`src/rtl/hi_lo_pkg.sv`:
```
// hi_lo_pkg: operation and state encodings for the HI/LO unit
package hi_lo_pkg;
  typedef enum logic [2:0] {
    OP_NOP  = 3'b000,
    OP_WR   = 3'b001,
    OP_MADD = 3'b010,
    OP_MSUB = 3'b011,
    OP_MTHI = 3'b100,
    OP_MTLO = 3'b101,
    OP_MFHI = 3'b110,
    OP_MFLO = 3'b111
  } op_e;
  typedef enum logic {
    ST_IDLE = 1'b0,
    ST_ACC  = 1'b1
  } state_e;
endpackage

```
`src/rtl/hi_lo_acc_stage.sv`:
```
// hi_lo_acc_stage: captures an accumulate operand and produces the next {HI,LO} one edge later
module hi_lo_acc_stage
  import hi_lo_pkg::*;
#(
  parameter int W = 64
) (
  input  logic         clk,
  input  logic         rst,
  input  logic         start_i,
  input  op_e          op_i,
  input  logic [W-1:0] product_i,
  input  logic [W-1:0] hilo_i,
  output logic         pending_o,
  output logic [W-1:0] hilo_nxt_o
);
  state_e       state_q, state_d;
  op_e          acc_op_q;
  logic [W-1:0] acc_data_q;
  always_ff @(posedge clk) begin
    if (rst) begin
      state_q    <= ST_IDLE;
      acc_op_q   <= OP_NOP;
      acc_data_q <= '0;
    end else begin
      state_q <= state_d;
      if (start_i) begin
        acc_op_q   <= op_i;
        acc_data_q <= product_i;
      end
    end
  end
  always_comb begin
    state_d    = (state_q == ST_IDLE && start_i) ? ST_ACC : ST_IDLE;
    pending_o  = state_q == ST_ACC;
    hilo_nxt_o = (acc_op_q == OP_MSUB) ? hilo_i - acc_data_q : hilo_i + acc_data_q;
  end
endmodule

```
`src/rtl/hi_lo_unit.sv`:
```
// hi_lo_unit: MIPS HI/LO register unit with MULT write, MADD/MSUB accumulate, moves and reads
module hi_lo_unit
  import hi_lo_pkg::*;
#(
  parameter int DATA_W = 32
) (
  input  logic                Clk,
  input  logic                Rst,
  input  logic                OpValid,
  input  logic [2:0]          Op,
  input  logic [2*DATA_W-1:0] Product,
  input  logic [DATA_W-1:0]   WriteData,
  output logic                Stall,
  output logic [DATA_W-1:0]   ReadData,
  output logic                ReadValid,
  output logic [DATA_W-1:0]   HiOut,
  output logic [DATA_W-1:0]   LoOut
);
  op_e                 op;
  logic                req, acc, start, pending;
  logic [DATA_W-1:0]   hi_q, hi_d, lo_q, lo_d, rd_q, rd_d;
  logic                rv_q, rv_d;
  logic [2*DATA_W-1:0] acc_nxt;
  assign op    = op_e'(Op);
  assign req   = OpValid && op != OP_NOP;
  assign Stall = req && pending;
  assign acc   = req && !pending;
  assign start = acc && (op == OP_MADD || op == OP_MSUB);
  hi_lo_acc_stage #(.W(2*DATA_W)) u_acc (
    .clk       (Clk),
    .rst       (Rst),
    .start_i   (start),
    .op_i      (op),
    .product_i (Product),
    .hilo_i    ({hi_q, lo_q}),
    .pending_o (pending),
    .hilo_nxt_o(acc_nxt)
  );
  always_comb begin
    hi_d = hi_q;
    lo_d = lo_q;
    rd_d = rd_q;
    rv_d = 1'b0;
    if (pending) {hi_d, lo_d} = acc_nxt;
    else if (acc && op == OP_WR) {hi_d, lo_d} = Product;
    else if (acc && op == OP_MTHI) hi_d = WriteData;
    else if (acc && op == OP_MTLO) lo_d = WriteData;
    else if (acc && (op == OP_MFHI || op == OP_MFLO)) begin
      rd_d = (op == OP_MFHI) ? hi_q : lo_q;
      rv_d = 1'b1;
    end
  end
  always_ff @(posedge Clk) begin
    if (Rst) begin
      hi_q <= '0;
      lo_q <= '0;
      rd_q <= '0;
      rv_q <= 1'b0;
    end else begin
      hi_q <= hi_d;
      lo_q <= lo_d;
      rd_q <= rd_d;
      rv_q <= rv_d;
    end
  end
  assign HiOut     = hi_q;
  assign LoOut     = lo_q;
  assign ReadData  = rd_q;
  assign ReadValid = rv_q;
endmodule

```
`config.mk`:
```
export PLATFORM = sky130hd
export DESIGN_NAME = hi_lo_unit
export DESIGN_NICKNAME = d
export VERILOG_FILES = /design/src/rtl/hi_lo_pkg.sv /design/src/rtl/hi_lo_acc_stage.sv /design/src/rtl/hi_lo_unit.sv
export SDC_FILE = /design/constraint.sdc
export NUM_CORES = 1
export LEC_CHECK = 0
export CORE_ASPECT_RATIO = 1.1
export CORE_MARGIN = 4
export CORE_UTILIZATION = 59
export CTS_CLUSTER_DIAMETER = 60
export DETAILED_ROUTE_END_ITERATION = 12
export PLACE_DENSITY = 0.9
export SETUP_SLACK_MARGIN = 0.3
export SLEW_MARGIN = 40
export SYNTH_ARGS = -nofsm -noshare
export SYNTH_HDL_FRONTEND = slang
export SYNTH_SLANG_ARGS = --single-unit
```
`constraint.sdc`:
```
create_clock -name Clk -period 12.9 [get_ports Clk]
set_clock_uncertainty 0.1 [all_clocks]
set_input_delay 3.87 -clock Clk [delete_from_list [all_inputs] [get_ports Clk]]
set_output_delay 3.87 -clock Clk [all_outputs]
set_load 0.1 [all_outputs]
```
Word level (Yosys, flattened, before mapping)
Cells that the tools add are included.
{"block": "op_classes", "addsub": 2, "n_mul": 0, "n_div": 0, "magnitude_cmp": 0, "n_eq_ne": 9, "shifts": 0, "mux": 11, "bitwise": 4, "reduce_logical": 18}
{"op": "32-bit 2-to-1 mux", "count": 8}
{"op": "64-bit adder", "count": 1}
{"op": "64-bit 2-to-1 mux", "count": 1}
{"op": "64-bit subtractor", "count": 1}
{"op": "3-bit equality test (second input constant)", "count": 4}
{"op": "3-bit by 2-bit equality test with 1-bit output (second input constant)", "count": 3}
{"op": "1-bit logical AND", "count": 9}
{"op": "3-bit nonzero test", "count": 3}
{"op": "5-bit AND reduction", "count": 1}
{"op": "5-bit OR reduction", "count": 1}
{"op": "1-bit NOT", "count": 4}
{"op": "3-bit by 1-bit equality test with 1-bit output (second input constant)", "count": 1}
{"op": "3-bit by 2-bit inequality test with 1-bit output (second input constant)", "count": 1}
{"op": "1-bit logical OR", "count": 2}
{"op": "1-bit 2-to-1 mux", "count": 2}
{"op": "2-bit AND reduction", "count": 1}
{"op": "1-bit zero test", "count": 1}
{"block": "word_totals", "ff_bits": 165, "latch_bits": 0, "ramBits": 0, "rom_bits": 0, "in_bits": 102, "out_inout_bits": 98, "elab_cells": 51, "n_memories": 0}

Longest topological paths before layout
Gate-level depths: netlist (run 1).
{"block": "depth", "ltp_word": 8, "mapped_depth": 23, "mapped_depth_nobuf": 23}

Modules after synthesis
Synthesis (run 1) repeated with hierarchy kept, for this count alone.
{"block": "unflattened", "cells_unflattened": 1636, "hier_area_um2": 13775.7}
{"module": "hi_lo_acc_stage", "instances": 1, "cells_each": 1009, "area_per_inst_um2": 7642.3, "seq_area_each_um2": 1361.3}
{"module": "hi_lo_unit", "instances": 1, "cells_each": 627, "area_per_inst_um2": 6133.4, "seq_area_each_um2": 1941.9}

Least setup slack after synthesis (run 1)
Ideal clock, no wire load.
{"block": "synth_timing", "path_kind": "input to output", "startpoint": "input port Op[2]", "endpoint": "output port Stall", "t_arrival_ns": 5.383, "t_required_ns": 8.930, "path_slack_ns": 3.547, "stages": 3, "path_buffers": 2, "cell_sequence": "clkbuf_1 buf_1 o311a_1"}
{"block": "synth_via", "elab_chain_cells": 3}
{"item": "start: declaration", "line": "hi_lo_unit.sv:10", "rtl": "input logic [2:0] Op,"}
{"item": "3-bit nonzero test", "line": "hi_lo_unit.sv:25", "rtl": "assign req = OpValid && op != OP_NOP;"}
{"item": "1-bit logical AND", "line": "hi_lo_unit.sv:25"}
{"item": "1-bit logical AND", "line": "hi_lo_unit.sv:26", "rtl": "assign Stall = req && pending;"}
{"item": "end: declaration", "line": "hi_lo_unit.sv:13", "rtl": "output logic Stall,"}
No other way between the ends.

Worst setup path in the final report (run 1)
Ends and elaborated chain as after synthesis.

==> impl_metrics.tcl, run 1 <==
set metrics [dict create \
    status "complete, no violations" \
    drt-pass1-iter-count 6 \
    vias 13300 \
    ir_drop_uv 103 \
    final_net_count 1919 \
    critPathCaptureType "primary output" \
    fillerInstances 1663 \
    fin_setup_tns_ns 0 \
    hold_viol 0 \
    initial_core_util_pct 60.2 \
    period_share_pct 71.8 \
    grt_use_met1_pct 48.1 \
    grt_pass1_wl_microns 66200 \
    seq_area_sq_um 3300 \
    die_w_microns 144 \
    place_area_sq_um 13500 \
    yosysWarnings 0 \
    worstSetupPathType "in2out" \
    critPathArrivalTime_ns 5.30 \
    worst_pin_slew_ns 0.877 \
    cts.sinks 165 \
    final_cell_mix "nand2_1, a21oi_1, dfxtp_1" \
    post_drt_wl_per_cell_microns 21.4 \
    max-cap-violations 0 \
    period_needed_ns 9.27 \
    crit_path_cell_trace "clkdlybuf4s50_1 -> buf_4 -> o311a_1 -> buf_2" \
    netlist_area_sq_um 12000 \
    numPortBuffers 199 \
    top_usage_layer "met2" \
    total_power_mw 1.81 \
    drt_iter0_markers 1721 \
    ctsHoldBuffers 0 \
    ys_seq_area_share_pct 27.6 \
    clock.fmax_mhz 108 \
    grt-ovfl-total 0 \
    cts_tree "built" \
    async_reset_ff_share_pct 0 \
    yosysUniqueCellTypes 67 \
    cpMaxStageDelayCell "clkdlybuf4s50_1" \
    timing.hold.ws_ns 0.367 \
    rsz0062_at_grt "no" \
    postCtsSetupRepairBufs 0 \
    grt_antenna_before_repair 2 \
    design_area_sq_um 14100 \
    clock_latency_ns 0.44 \
    drive_gt1_share_pct 9.64 \
    yosys_most_used_dff "dfxtp_1" \
    crit_family "buffers and inverters" \
    cts_root_buf "clkbuf_16" \
    cts_inserted_buffers 17 \
    hpwl_microns 31700 \
    synth.net_count 1796 \
    grt_max_degree 77 \
    path_clk_slew_ns 0.07 \
    maxSlewViolCount 0 \
    p_leak_nw 5.79 \
    synth_edf_count 0 \
    hold_class "reg2reg" \
    fin_util_pct 71.0 \
    grt_use_total_pct 37.1 \
    drt_wl_total_microns 43100 \
    met2_usage_pct 60.0 \
    syn_to_final_growth_pct 18.0 \
    mostFrequentLayoutCell "nand2_1" \
    setup_viol 0 \
    ys_seq_elements 165 \
    multiInputGateArea_sq_um 8160 \
    timing.critical_path.buf_inv 3 \
    fp.dieH_microns 157 \
    die_area_sq_um 22600 \
    crit_required_ns 8.93 \
    clk_path_buf_depth 2 \
    synthCells 1629 \
    gp_congestion 1.04 \
    critPathMaxFanout 17 \
    io_pins 200 \
    grt_util_met3_pct 8.72 \
    start_kind "primary input" \
    syn_area_per_cell_sq_um 7.34 \
    power_density_nw_per_um2 128 \
    post_cts_resized 0 \
    coreArea_sq_um 19900 \
    slew_headroom_pct 41.5 \
    post-route-drc-count 0 \
    avgViaCountPerCell 6.58 \
    ant_nets 0 \
    critical_path.max_stage_delay_ns 0.47 \
    reg2reg_setup_slack_ns 6.37 \
    rows 54 \
    htreeDepth 4 \
    first_global_vias 12200 \
]
[metal layers]
metal / up-vias / wire, microns / part of all wire, %
li1: 6076 / - / -
met1: 6145 / 16300 / 38
met2: 891 / 19700 / 46
met3: 167 / 5240 / 12
met4: 2 / 1860 / 4.3
met5: - / 13 / 0.030
[cells by family (layout without fill, tap and decap cells)]
logic type | Yosys count | after routing | share of synthesized area [%]
buf+inv | 140 | 275 | 4.44
fa+ha+maj | 65 | 65 | 6.86
other cells | 0 | 3 | 0
simple gates | 552 | 552 | 21.1
flops | 165 | 165 | 27.6
xor+xnor | 123 | 123 | 9.07
compound gates | 541 | 541 | 27.3
mux | 43 | 43 | 3.63
[report_power, final]
part	total (mW)	switching [mW]	leakage, nW	internal (mW)
logic	0.687	0.465	4.16	0.222
clock network	0.550	0.238	0.292	0.313
registers	0.571	0.0363	1.35	0.535
total	1.81	0.739	5.79	1.07
[worst reg2reg max path, cell delays in order, from the launching register on]
cell and delay, ns:
dfxtp_1 0.39, or4_4 0.61, nor4_2 0.41, nand4b_1 0.42, nor3b_2 0.49, nand3_1 0.38
nor2_2 0.29, nand2_1 0.17, nor3_2 0.26, nor2_1 0.09, xnor2_1 0.14, ha_1 0.37
a21oi_1 0.23, o21bai_1 0.08, a21oi_1 0.22, a21boi_0 0.33, o21ai_0 0.15, a221o_1 0.38
a221oi_1 0.29, o21ai_0 0.19, or3_1 0.37, o211ai_1 0.10
[stage by stage]
| step | cells | setup slack, ns |
|---|---|---|
| after floorplan | 1629 | 3.55 |
| after global placement | 1985 | 2.95 |
| after detailed placement | 1985 | 3.65 |
| after CTS | 2016 | 3.65 |
| after global routing | 2017 | 3.62 |
| final | 2019 | 3.63 |
[synthesized netlist by cell type, types with 4 or more instances]
cell / instances / area, sq um
or3_1: 4 / 25.0
nor2_1: 146 / 548
a31oi_1: 12 / 75.1
xnor2_1: 74 / 648
dfxtp_1: 165 / 3300
nor2b_1: 11 / 68.8
o21ai_0: 93 / 465
inv_1: 33 / 124
or4_1: 4 / 30.0
and2_1: 21 / 131
nand3_1: 22 / 110
nand2b_1: 12 / 75.1
a21oi_1: 234 / 1170
o211ai_1: 6 / 45.0
nor3_1: 27 / 135
o21bai_1: 20 / 150
nand2_1: 243 / 912
and3b_1: 4 / 35.0
nor4_1: 8 / 50.1
ha_1: 64 / 801
buf_1: 15 / 56.3
or2_2: 4 / 25.0
a211oi_1: 76 / 571
o22ai_1: 24 / 150
a221oi_1: 7 / 61.3
nand4_1: 19 / 119
xor2_1: 48 / 420
a211o_1: 8 / 70.1
clkbuf_1: 90 / 338
o31ai_1: 14 / 105
mux2i_1: 40 / 400
a21o_1: 21 / 158
and3_1: 10 / 62.6
[path summary, 6_finish.rpt]
path,start,endpoint,depth (start not counted)
worst min register to register,u_acc.acc_op_q[0]$_SDFFE_PP0P_,u_acc.acc_op_q[0]$_SDFFE_PP0P_,2
worst max register to register,u_acc.acc_data_q[2]$_SDFFE_PP0P_,HiOut[31]$_SDFFE_PP0P_,21
worst max-delay path,Op[2],Stall,4
worst min-delay path,u_acc.acc_op_q[0]$_SDFFE_PP0P_,u_acc.acc_op_q[0]$_SDFFE_PP0P_,2
[flip-flops by register name, summed over array words and instances, names as in the netlist]
name and flops:
u_acc.pending_o 1, u_acc.acc_op_q 3, LoOut 32, ReadData 32, HiOut 32, ReadValid 1, u_acc.acc_data_q 64
[layout make-up]
| cell class | instances | area share (%) |
|---|---|---|
| Multi-Input combinational cell | 1324 | 57.8 |
| Sequential cell | 165 | 23.4 |
| Timing Repair Buffer | 211 | 11.3 |
| Clock buffer | 18 | 3.11 |
| Tap cell | 252 | 2.24 |
| Clock inverter | 13 | 1.22 |
| Inverter | 33 | 0.878 |
| Antenna cell | 3 | 0.0532 |
(Power assumes the default switching activity.)
==> run 2, diff against run 1 <==
- CORE_UTILIZATION: 59 -> 49
- PLACE_DENSITY: 0.9 -> 0.8
- clock period: 12.9 -> 8 ns (I/O delays scaled with it)
==> impl_metrics.tcl, run 2 (synthesized netlist as in run 1, its figures left out) <==
set metrics [dict create \
    status "complete, no violations" \
    ant_nets 0 \
    power_density_nw_per_um2 202 \
    drt_wl_total_microns 45300 \
    postCtsSetupRepairBufs 0 \
    initial_core_util_pct 50.1 \
    met2_usage_pct 53.7 \
    hold_start "u_acc.acc_op_q[0]$_SDFFE_PP0P_" \
    htreeDepth 4 \
    rows 59 \
    slew_headroom_pct 42.0 \
    ctsHoldBuffers 0 \
    cts_tree "built" \
    grt_use_met1_pct 41.2 \
    period_share_pct 76.9 \
    worst_pin_slew_ns 0.871 \
    place_area_sq_um 13600 \
    setup_viol 0 \
    cts_root_buf "clkbuf_16" \
    crit_required_ns 5.50 \
    drt-pass1-iter-count 6 \
    grt_pass1_wl_microns 67900 \
    hpwl_microns 34400 \
    post_drt_wl_per_cell_microns 21.8 \
    critPathCaptureType "primary output" \
    period_needed_ns 6.15 \
    critPathArrivalTime_ns 3.65 \
    post_cts_resized 0 \
    min_to "u_acc.acc_op_q[0]$_SDFFE_PP0P_" \
    coreArea_sq_um 23800 \
    start_kind "primary input" \
    top_usage_layer "met2" \
    first_global_vias 12200 \
    final_cell_mix "nand2_1, a21oi_1, dfxtp_1" \
    reg2reg_depth 18 \
    max-cap-violations 0 \
    cts_inserted_buffers 17 \
    syn_to_final_growth_pct 18.4 \
    die_area_sq_um 27000 \
    fin_setup_tns_ns 0 \
    top_register "u_acc.acc_data_q" \
    grt_max_degree 101 \
    total_power_mw 2.86 \
    grt-ovfl-total 0 \
    numPortBuffers 199 \
    reg2reg_setup_slack_ns 1.97 \
    cts.sinks 165 \
    p_leak_nw 5.79 \
    clock_latency_ns 0.44 \
    maxSlewViolCount 0 \
    grt_antenna_before_repair 0 \
    worstSetupPathType "in2out" \
    drive_gt1_share_pct 9.79 \
    r2r-start "u_acc.acc_data_q[8]$_SDFFE_PP0P_" \
    avgViaCountPerCell 6.30 \
    post-route-drc-count 0 \
    design_area_sq_um 14200 \
    gp_congestion 1.06 \
    final_net_count 1922 \
    grt_util_met3_pct 5.61 \
    rsz0062_at_grt "no" \
    grt_use_total_pct 32.3 \
    clk_path_buf_depth 2 \
    clock.fmax_mhz 163 \
    critPathMaxFanout 17 \
    largest_reg_flops 64 \
    die_w_microns 157 \
    n_antenna_cell 0 \
    fin_util_pct 59.3 \
    mostFrequentLayoutCell "nand2_1" \
    io_pins 200 \
    r2r_end "HiOut[28]$_SDFFE_PP0P_" \
    hold_class "reg2reg" \
    ir_drop_uv 139 \
    drt_iter0_markers 1485 \
    holdPathStages 2 \
    path_clk_slew_ns 0.07 \
    fp.dieH_microns 172 \
    vias 13100 \
    hold_viol 0 \
]
run 2: worst max-delay path by stage:
stage / cells after the start / slack (ns) / from / end
after floorplan: 3 / 1.59 / Op[2] / Stall
after global placement: 4 / 1.87 / Op[2] / Stall
after detailed placement: 4 / 1.86 / Op[2] / Stall
after CTS: 4 / 1.85 / Op[2] / Stall
after global routing: 17 / 1.60 / u_acc.acc_data_q[8]$_SDFFE_PP0P_ / HiOut[28]$_SDFFE_PP0P_
final: 4 / 1.85 / Op[2] / Stall
run 2: layout make-up:
type / count / area [sq um]
fill: 2290 / 9690
multi-input combinational: 1324 / 8150
sequential: 165 / 3300
timing repair buffer: 214 / 1630
clock buffer: 17 / 425
tap: 305 / 382
clock inverter: 15 / 136
inverter: 33 / 124
run 2: where the power goes:
| part | internal [mW] | switching (mW) | total [mW] |
|---|---|---|---|
| combinational | 0.360 | 0.756 | 1.12 |
| sequential | 0.862 | 0.0605 | 0.923 |
| clock | 0.413 | 0.405 | 0.818 |
run 2: per-layer routing:
layer / wire (microns) / share of wire (%) / vias to the layer above
met2: 21300 / 47 / 669
met3: 3840 / 8.5 / 132
met1: 18400 / 41 / 6179
met5: 0 / 0 / -
li1: - / - / 6079
met4: 1790 / 4.0 / 0
run 2: metrics by stage:
step / instances / hold slack [ns] / worst slack (ns)
after floorplan: 1629 / 0.337 / 1.59
after global routing: 2073 / 0.389 / 1.60
after CTS: 2073 / 0.370 / 1.85
after detailed placement: 2041 / 0.361 / 1.86
final: 2073 / 0.369 / 1.85
after global placement: 2040 / 0.351 / 1.87
run 2: worst max-delay path, stage by stage:
cell and delay [ns]:
clkdlybuf4s50_1 0.45, buf_4 0.29, o311a_1 0.21, buf_4 0.28
